[src/rtl/alu_iter.sv]
//------------------------------------------------------------------------------
// alu_iter: single-cycle ALU plus radix-2 iterative multiply/divide (start/busy/done).
// Define ALU_ITER_DIV_EN to build the restoring divider and the DIV/DIVU opcodes.
// Revision: 1.0
//------------------------------------------------------------------------------
`default_nettype none

module alu_iter #(
  parameter int WIDTH            = 32,
  parameter int SHW              = $clog2(WIDTH),
  parameter int ALU_OPCODE_WIDTH = 5
) (
  input  logic                        CLK,
  input  logic                        RST,
  input  logic                        start,
  input  logic [ALU_OPCODE_WIDTH-1:0] opcode,
  input  logic [WIDTH-1:0]            src1,
  input  logic [WIDTH-1:0]            src2,
  output logic [WIDTH-1:0]            result,
  output logic [WIDTH-1:0]            result_hi,
  output logic                        busy,
  output logic                        done
);

  localparam logic [ALU_OPCODE_WIDTH-1:0] ALU_ADD   = 5'd0,  ALU_ADDU  = 5'd1,
                                          ALU_SUB   = 5'd2,  ALU_SUBU  = 5'd3,
                                          ALU_AND   = 5'd4,  ALU_OR    = 5'd5,
                                          ALU_NOR   = 5'd6,  ALU_XOR   = 5'd7,
                                          ALU_SLL   = 5'd8,  ALU_SRL   = 5'd9,
                                          ALU_SRA   = 5'd10, ALU_ROR   = 5'd11,
                                          ALU_SEQ   = 5'd12, ALU_SLT   = 5'd13,
                                          ALU_SLTU  = 5'd14, ALU_MULT  = 5'd15,
                                          ALU_MULTU = 5'd16;
`ifdef ALU_ITER_DIV_EN
  localparam logic [ALU_OPCODE_WIDTH-1:0] ALU_DIV   = 5'd17, ALU_DIVU  = 5'd18;
`endif

  localparam logic [1:0] S_IDLE = 2'd0, S_RUN = 2'd1, S_FIX = 2'd2;

  logic [1:0]         r_state, w_state_nxt;
  logic [SHW-1:0]     r_cnt;
  logic [2*WIDTH-1:0] r_acc, w_step, w_mul_next, w_prod;
  logic [WIDTH-1:0]   r_b, r_result, r_result_hi, w_alu, w_mag1, w_mag2;
  logic [WIDTH:0]     w_madd;
  logic [SHW-1:0]     w_sh;
  logic [SHW:0]       w_rol_amt;
  logic               r_neg_lo, r_done, w_single, w_is_mul, w_multi;
  logic               w_signed_op, w_neg1, w_neg2, w_busy;

  // Single-cycle operations
  assign w_sh      = src1[SHW-1:0];
  assign w_rol_amt = (SHW+1)'(WIDTH) - {1'b0, w_sh};

  always_comb begin
    w_alu    = '0;
    w_single = 1'b1;
    case (opcode)
      ALU_ADD, ALU_ADDU: w_alu = src1 + src2;
      ALU_SUB, ALU_SUBU: w_alu = src1 - src2;
      ALU_AND:  w_alu = src1 & src2;
      ALU_OR:   w_alu = src1 | src2;
      ALU_NOR:  w_alu = ~(src1 | src2);
      ALU_XOR:  w_alu = src1 ^ src2;
      ALU_SLL:  w_alu = src2 << w_sh;
      ALU_SRL:  w_alu = src2 >> w_sh;
      ALU_SRA:  w_alu = $signed(src2) >>> w_sh;
      ALU_ROR:  w_alu = (src2 >> w_sh) | (src2 << w_rol_amt);
      ALU_SEQ:  w_alu = {{(WIDTH-1){1'b0}}, src1 == src2};
      ALU_SLT:  w_alu = {{(WIDTH-1){1'b0}}, $signed(src1) < $signed(src2)};
      ALU_SLTU: w_alu = {{(WIDTH-1){1'b0}}, src1 < src2};
      default:  w_single = 1'b0;
    endcase
  end

  assign w_is_mul = (opcode == ALU_MULT) || (opcode == ALU_MULTU);

  // Multiply: shift-add, multiplier consumed from the low half of the accumulator
  assign w_madd     = {1'b0, r_acc[2*WIDTH-1:WIDTH]} + (r_acc[0] ? {1'b0, r_b} : '0);
  assign w_mul_next = {w_madd, r_acc[WIDTH-1:1]};
  assign w_prod     = r_neg_lo ? -r_acc : r_acc;

`ifdef ALU_ITER_DIV_EN
  logic               r_is_div, r_neg_hi, r_dz, w_is_div;
  logic [WIDTH:0]     w_trial;
  logic [2*WIDTH-1:0] w_div_next;

  assign w_is_div    = (opcode == ALU_DIV) || (opcode == ALU_DIVU);
  assign w_multi     = w_is_mul || w_is_div;
  assign w_signed_op = (opcode == ALU_MULT) || (opcode == ALU_DIV);
  // Restoring divide: remainder in the high half, quotient bits shift into the low half
  assign w_trial     = r_acc[2*WIDTH-1:WIDTH-1] - {1'b0, r_b};
  assign w_div_next  = w_trial[WIDTH] ? {r_acc[2*WIDTH-2:0], 1'b0}
                                      : {w_trial[WIDTH-1:0], r_acc[WIDTH-2:0], 1'b1};
  assign w_step      = r_is_div ? w_div_next : w_mul_next;
`else
  assign w_multi     = w_is_mul;
  assign w_signed_op = (opcode == ALU_MULT);
  assign w_step      = w_mul_next;
`endif

  assign w_neg1 = w_signed_op & src1[WIDTH-1];
  assign w_neg2 = w_signed_op & src2[WIDTH-1];
  assign w_mag1 = w_neg1 ? -src1 : src1;
  assign w_mag2 = w_neg2 ? -src2 : src2;

  always_ff @(posedge CLK) begin
    if (RST) r_state <= S_IDLE;
    else     r_state <= w_state_nxt;
  end

  always_comb begin
    w_state_nxt = r_state;
    case (r_state)
      S_IDLE:  if (start && w_multi) w_state_nxt = S_RUN;
      S_RUN:   if (r_cnt == '0) w_state_nxt = S_FIX;
      S_FIX:   w_state_nxt = S_IDLE;
      default: w_state_nxt = S_IDLE;
    endcase
  end

  always_comb begin
    w_busy = (r_state != S_IDLE);
  end

  always_ff @(posedge CLK) begin
    if (RST) begin
      r_result    <= '0;
      r_result_hi <= '0;
      r_done      <= 1'b0;
      r_cnt       <= '0;
      r_acc       <= '0;
      r_b         <= '0;
      r_neg_lo    <= 1'b0;
`ifdef ALU_ITER_DIV_EN
      r_is_div    <= 1'b0;
      r_neg_hi    <= 1'b0;
      r_dz        <= 1'b0;
`endif
    end else begin
      r_done <= 1'b0;
      case (r_state)
        S_IDLE: begin
          if (start && w_single) begin
            r_result    <= w_alu;
            r_result_hi <= '0;
            r_done      <= 1'b1;
          end else if (start && w_multi) begin
            r_acc    <= {{WIDTH{1'b0}}, w_mag1};
            r_b      <= w_mag2;
            r_neg_lo <= w_neg1 ^ w_neg2;
            r_cnt    <= SHW'(WIDTH-1);
`ifdef ALU_ITER_DIV_EN
            r_is_div <= w_is_div;
            r_neg_hi <= w_neg1;
            r_dz     <= (src2 == '0);
`endif
          end
        end
        S_RUN: begin
          r_acc <= w_step;
          if (r_cnt != '0) r_cnt <= r_cnt - 1'b1;
        end
        S_FIX: begin
          r_done <= 1'b1;
`ifdef ALU_ITER_DIV_EN
          // Divide by zero keeps an all-ones quotient regardless of operand signs
          if (r_is_div) begin
            r_result    <= r_dz ? '1 : (r_neg_lo ? -r_acc[WIDTH-1:0] : r_acc[WIDTH-1:0]);
            r_result_hi <= r_neg_hi ? -r_acc[2*WIDTH-1:WIDTH] : r_acc[2*WIDTH-1:WIDTH];
          end else
`endif
          begin
            r_result    <= w_prod[WIDTH-1:0];
            r_result_hi <= w_prod[2*WIDTH-1:WIDTH];
          end
        end
        default: ;
      endcase
    end
  end

  assign result    = r_result;
  assign result_hi = r_result_hi;
  assign busy      = w_busy;
  assign done      = r_done;

endmodule

`default_nettype wire

[config.mk]
export PLATFORM = sky130hd
export DESIGN_NAME = alu_iter
export DESIGN_NICKNAME = d
export VERILOG_FILES = /design/src/rtl/alu_iter.sv
export SDC_FILE = /design/constraint.sdc
export NUM_CORES = 1
export LEC_CHECK = 0
export BUFFER_PORTS_ARGS = -buffer_cell sky130_fd_sc_hd__buf_2
export CELL_PAD_IN_SITES_DETAIL_PLACEMENT = 0
export CELL_PAD_IN_SITES_GLOBAL_PLACEMENT = 2
export CORE_MARGIN = 1
export CORE_UTILIZATION = 32
export CTS_BUF_LIST = sky130_fd_sc_hd__clkbuf_4 sky130_fd_sc_hd__clkbuf_8 sky130_fd_sc_hd__clkbuf_16
export DETAILED_ROUTE_END_ITERATION = 8
export PLACE_DENSITY = 0.76
export SLEW_MARGIN = 0
export SYNTH_ARGS = -nofsm -noshare
export SYNTH_HDL_FRONTEND = slang
export SYNTH_SLANG_ARGS = --single-unit
[constraint.sdc]
create_clock -name CLK -period 4.4 [get_ports CLK]
set_clock_uncertainty 0.05 [all_clocks]
set_input_delay 0.44 -clock CLK [delete_from_list [all_inputs] [get_ports CLK]]
set_output_delay 0.44 -clock CLK [all_outputs]
set_load 0.1 [all_outputs]
# Yosys cells after proc, flatten, opt, wreduce, memory -nomap -nowiden
# Index checks and enable logic that the tools add are counted.
[totals] output_inout_bits=66 regBits=169 input_bits=72 elab_cells=95
[classes] n_mux=22 reduce_logical=18 shift=4 add_sub_neg=8 bitwise=9 magnitude_cmp=2 n_eq_ne=24
[op_table] op="$pmux W32 S13" count=1
[op_table] op="$mux W64" count=3
[op_table] op="$mux W32" count=5
[op_table] op="$pmux W32 S2" count=2
[op_table] op="$pmux W64 S2" count=1
[op_table] op="$lt A32 B32 Y1" count=2
[op_table] op="$neg A32 Y32" count=2
[op_table] op="$neg A64 Y64" count=1
[op_table] op="$or A32 B32 Y32" count=2
[op_table] op="$eq A5 B4 Y1 const B" count=8
[op_table] op="$add A32 B32 Y33" count=1
[op_table] op="$add A32 B32 Y32" count=1
[op_table] op="$and A32 B32 Y32" count=1
[op_table] op="$eq A32 B32 Y1" count=1
[op_table] op="$not A32 Y32" count=1
[op_table] op="$shl A32 B5 Y32" count=1
[op_table] op="$shl A32 B6 Y32" count=1
[op_table] op="$shr A32 B5 Y32" count=1
[op_table] op="$sshr A32 B5 Y32" count=1
[op_table] op="$sub A32 B32 Y32" count=1
[op_table] op="$xor A32 B32 Y32" count=1
[op_table] op="$eq A5 B3 Y1 const B" count=4
[op_table] op="$mux W5" count=3
[op_table] op="$reduce_or A15 Y1" count=1
[op_table] op="26 further kinds" count=41

# Logic depth before layout (Yosys ltp)
[logic_depth] ltp_word=6 ltp_mapped=18 mapped_depth_nobuf=14

# Worst setup path after synthesis
# No wires, ideal clock.
[synth_timing] path_type="in2reg" from="input port src1[1]" to="register r_result[31], in the netlist result[31]" required_ps=4234 path_buffers=5 arrival_time_ps=3973 slack_ps=261 setup_time_ps=116 cell_stages=16 path_cell_list="inv_1 > clkbuf_1 > clkbuf_1 > buf_1 > ha_1 > clkbuf_1 > xor2_1 > clkbuf_1 > mux2i_1 > mux2_2 > o21ai_0 > o22ai_1 > a31oi_1 > o221a_2 > o311ai_0 > o211a_1"
[synth_via] elab_chain_cells=6 elab_cells_between_ends=11 classes_between="add/sub (3); shift (4); mux (3); bitwise (1)"
[synth_lines] item="start, declared" line_no="17" rtl="input logic [WIDTH-1:0] src1,"
[synth_lines] item="$sub A6 B5 Y6" line_no="52" rtl="assign w_rol_amt = (SHW+1)'(WIDTH) - {1'b0, w_sh};"
[synth_lines] item="$shl A32 B6 Y32" line_no="67" rtl="ALU_ROR: w_alu = (src2 >> w_sh) | (src2 << w_rol_amt);"
[synth_lines] item="$or A32 B32 Y32" line_no="67"
[synth_lines] item="$pmux W32 S13 (*)" line_no="57" rtl="case (opcode)"
[synth_lines] item="$mux W32 (*)" line_no="143" rtl="if (start && w_single) begin"
[synth_lines] item="$pmux W32 S2 (*)" line_no="141" rtl="case (r_state)"
[synth_lines] item="end signal, assigned" line_no="144" rtl="r_result <= w_alu;"
[synth_lines] item="end signal, assigned" line_no="173" rtl="r_result <= w_prod[WIDTH-1:0];"
[synth_lines] item="end, declared" line_no="43" rtl="logic [WIDTH-1:0] r_b, r_result, r_result_hi, w_alu, w_mag1, w_mag2;"
# Mark *: on every way between the ends. The rest lies on a longest branch, timed or not. The select of a mux whose other input is x is not followed.
# A chain may end at the register's enable or synchronous reset.

# Worst setup path after layout
[layout_timing] from="input port src2[6]" to="register r_result[19], in the netlist result[19]"
[layout_via] elab_chain_cells=5 elab_cells_between_ends=10 classes_between="add/sub (2); shift (4); mux (3); bitwise (1)"
[layout_lines] item="start, declared" line_no="18" rtl="input logic [WIDTH-1:0] src2,"
[layout_lines] item="parallel branches: the longest is 2 deep, another holds $sub A32 B32 Y32"
[layout_lines] item="$pmux W32 S13 (*)" line_no="57"
[layout_lines] item="$mux W32 (*)" line_no="143"
[layout_lines] item="$pmux W32 S2 (*)" line_no="141"
# Every way passes the cells marked *. The select of a mux whose other input is x is not followed.

==> results.md <==
- Endpoints failing hold: 0
- Actual slew at the worst max-slew pin: 1200 ps
- FP Rows: 93
- Max rail drop VDD: 0.000279 V
- Max clock buf depth: 2
- #FFs+latches synth: 169
- Main synth FF type: dfxtp_1
- Clk slew on worst S/H paths: 80 ps
- Arrival @ worst endpoint: 4360 ps
- CTS tree: done
- Seq/Total Area, Yosys: 16.2%
- Core Region: 0.0645 sq mm
- Max-slew violations: 0
- Chip Width: 257 um
- Cell accounting for the most synthesized area: dfxtp_1
- Yosys cell types: 89
- Startpoint Class: input pin
- Max_cap viols: 0
- Crit path kind: in2reg
- CTS Sinks: 169
- XOR/XNOR Fraction of Synth Area: 7.17%
- Gpl congestion: 1.07
- DPL Wire Length: 103,000 um
- Post-synthesis mux area share: 9.07%
- Drt first pass iters: 8
- Rel. slew slack: 19.1%
- Io pins: 138
- WP data required: 4680 ps
- HP Class: in2reg
- Finished Core Util: 38.1%
- Syn Std Cell Area: 0.0209 sq mm
- Min Tclk post-route: 4080 ps
- Mapped Cells: 2,967
- Post-synth top cells: nor2_1, nand2_1, a21oi_1
- CTS buffer count: 17
- Synth Warn #: 0
- Worst-Skew Late Latency: 460 ps
- Initial Util: 32.4%
- Vias per cell: 6.06
- Post-Synth Adder-Cell Area: 9.16%
- Vias: 24.5k
- Vias in the first global route: 23.3k
- GR Util All Layers: 36.5%
- Root Driver: clkbuf_16
- PwrDens: 241 mW/mm^2
- Post-synth EDFFs: 0
- Largest family of logic cells by synthesized area: compound AO/OA/AOI/OAI gates
- Post-CTS Setup Repair Bufs: 0
- Top-area cell type share of the netlist area: 16.2%
- Finished Layout Cells: 4,037
- Die area: 0.0663 sq mm
- Global-route wire length before repair: 175,000 um
- Crit Path Max Fanout: 9
- # hold bufs at CTS: 0
- Die Height: 257 um
- Leak: 0.0104 uW
- Syn avg cell area: 7.04 sq um
- Residual DRC: 0
- Area grow syn2layout: 17.7%
- CTS resizes: 0
- Post-route ant nets: 0
- Pin count of the biggest net entering global routing: 73
- Setup TNS: 0 ps
- Status: finished, final reports clean
- F_max: 245 MHz
- Simple-gate share of the synthesized area: 21.9%
- RSZ-0062 raised after global routing: false
- Remaining global-route overflow: 0
- Final #Nets: 3,390
- Initial antenna violation count: 14
- Synthesized Nets: 3,190
- Post-detailed-route wirelength per cell: 30.8 um
- DR iter-0 viols: 2,680
- Share of cells above drive strength 1: 17.0%
- Top-count cell post-synth: nor2_1
- Count of input and output buffers: 137
- FFs w/ async S/R, synth: 0%
- Final setup viols: 0
- Setup crit end kind: register
- Fillcell total: 7,043
- Placed Cells: 4,003
- Final worst-path cycle share: 92.8%
- Synth Area in Compound Gates: 30.4%
- H-tree depth: 4
- Drt total wl: 124,000 um
- Ranking of synthesized cells by area: dfxtp_1, ha_1, nor2_1
==> state kept, by name (all words and copies together) (netlist names) <==
| register | count |
|---|---|
| r_cnt | 5 |
| r_b | 32 |
| r_state | 2 |
| result_hi | 32 |
| done | 1 |
| result | 32 |
| r_acc | 64 |
| r_neg_lo | 1 |
==> critical path, stage by stage <==
cell and delay (ps):
buf_2 110, inv_1 220, ha_1 420, a2111oi_0 730, o21ai_0 450, nand3b_1 290, nand2_1 120, a311o_1 370
a2111oi_0 520, a21oi_1 110, xnor2_1 210, o221ai_1 190, o2bb2ai_1 160
==> stage by stage <==
stage	power (uW)	setup WS (ps)	cell area [sq um]	hold WS (ps)
finish	5920	319	24600	362
global route	6140	196	24600	368
CTS	5880	370	24600	353
detailed placement	4250	-90.2	23900	389
global placement	4260	-367	23900	380
floorplan	3100	261	20900	377
==> placed cells by master, fill, tap and decap left out, drive strengths merged, types with 16 or more instances in the layout <==
cell type,count
or3,28
dfxtp,169
a21o,32
nor4,21
xor2,50
o21bai,26
a311oi,16
mux2i,107
nor2,347
nor3,71
xnor2,121
mux2,25
o31ai,39
buf,411
o22ai,36
a31oi,39
ha,148
clkbuf,19
a221oi,22
nor2b,20
mux4,24
and2,47
a211oi,97
a21oi,244
o21ai,223
o211ai,23
nand3,48
nand2,327
inv,108
a22oi,38
nand4,23
o41ai,17
==> final timing paths <==
kind	slack, ps	end	startpoint	cells past startpoint
hold / removal	360	result_hi[0]	RST	2
hold reg to reg	400	result_hi[10]	result_hi[10]	2
setup / recovery	320	result[19]	src2[6]	13
setup reg to reg	600	r_acc[61]	r_acc[0]	13
==> layer usage <==
layer,part of all wire (%),vias to the layer above,GRT usage (%)
met5,0.084,-,0
met4,6.0,16,20.3
met3,7.5,249,6.88
met2,44,1119,58.0
met1,42,11900,46.3
li1,-,11200,-
==> power breakdown <==
part	switching [uW]	internal, uW
logic	1850	832
clock network	705	923
registers	42.8	1570
==> kinds of logic after synthesis <==
family / after synthesis
compound gates: 978
fa+ha+maj: 151
buf+inv: 337
flops: 169
simple gates: 1005
mux: 156
xor+xnor: 171
==> layout make-up <==
type	count	area [sq um]	area share [%]
timing repair buffer	411	2810	11.4
clock inverter	13	188	0.763
multi-input combinational	2461	16300	66.2
clock buffer	19	440	1.79
tap	855	1070	4.35
inverter	107	402	1.63
antenna	2	5.00	0.0204
sequential	169	3380	13.8
(Power assumes the default switching activity.)
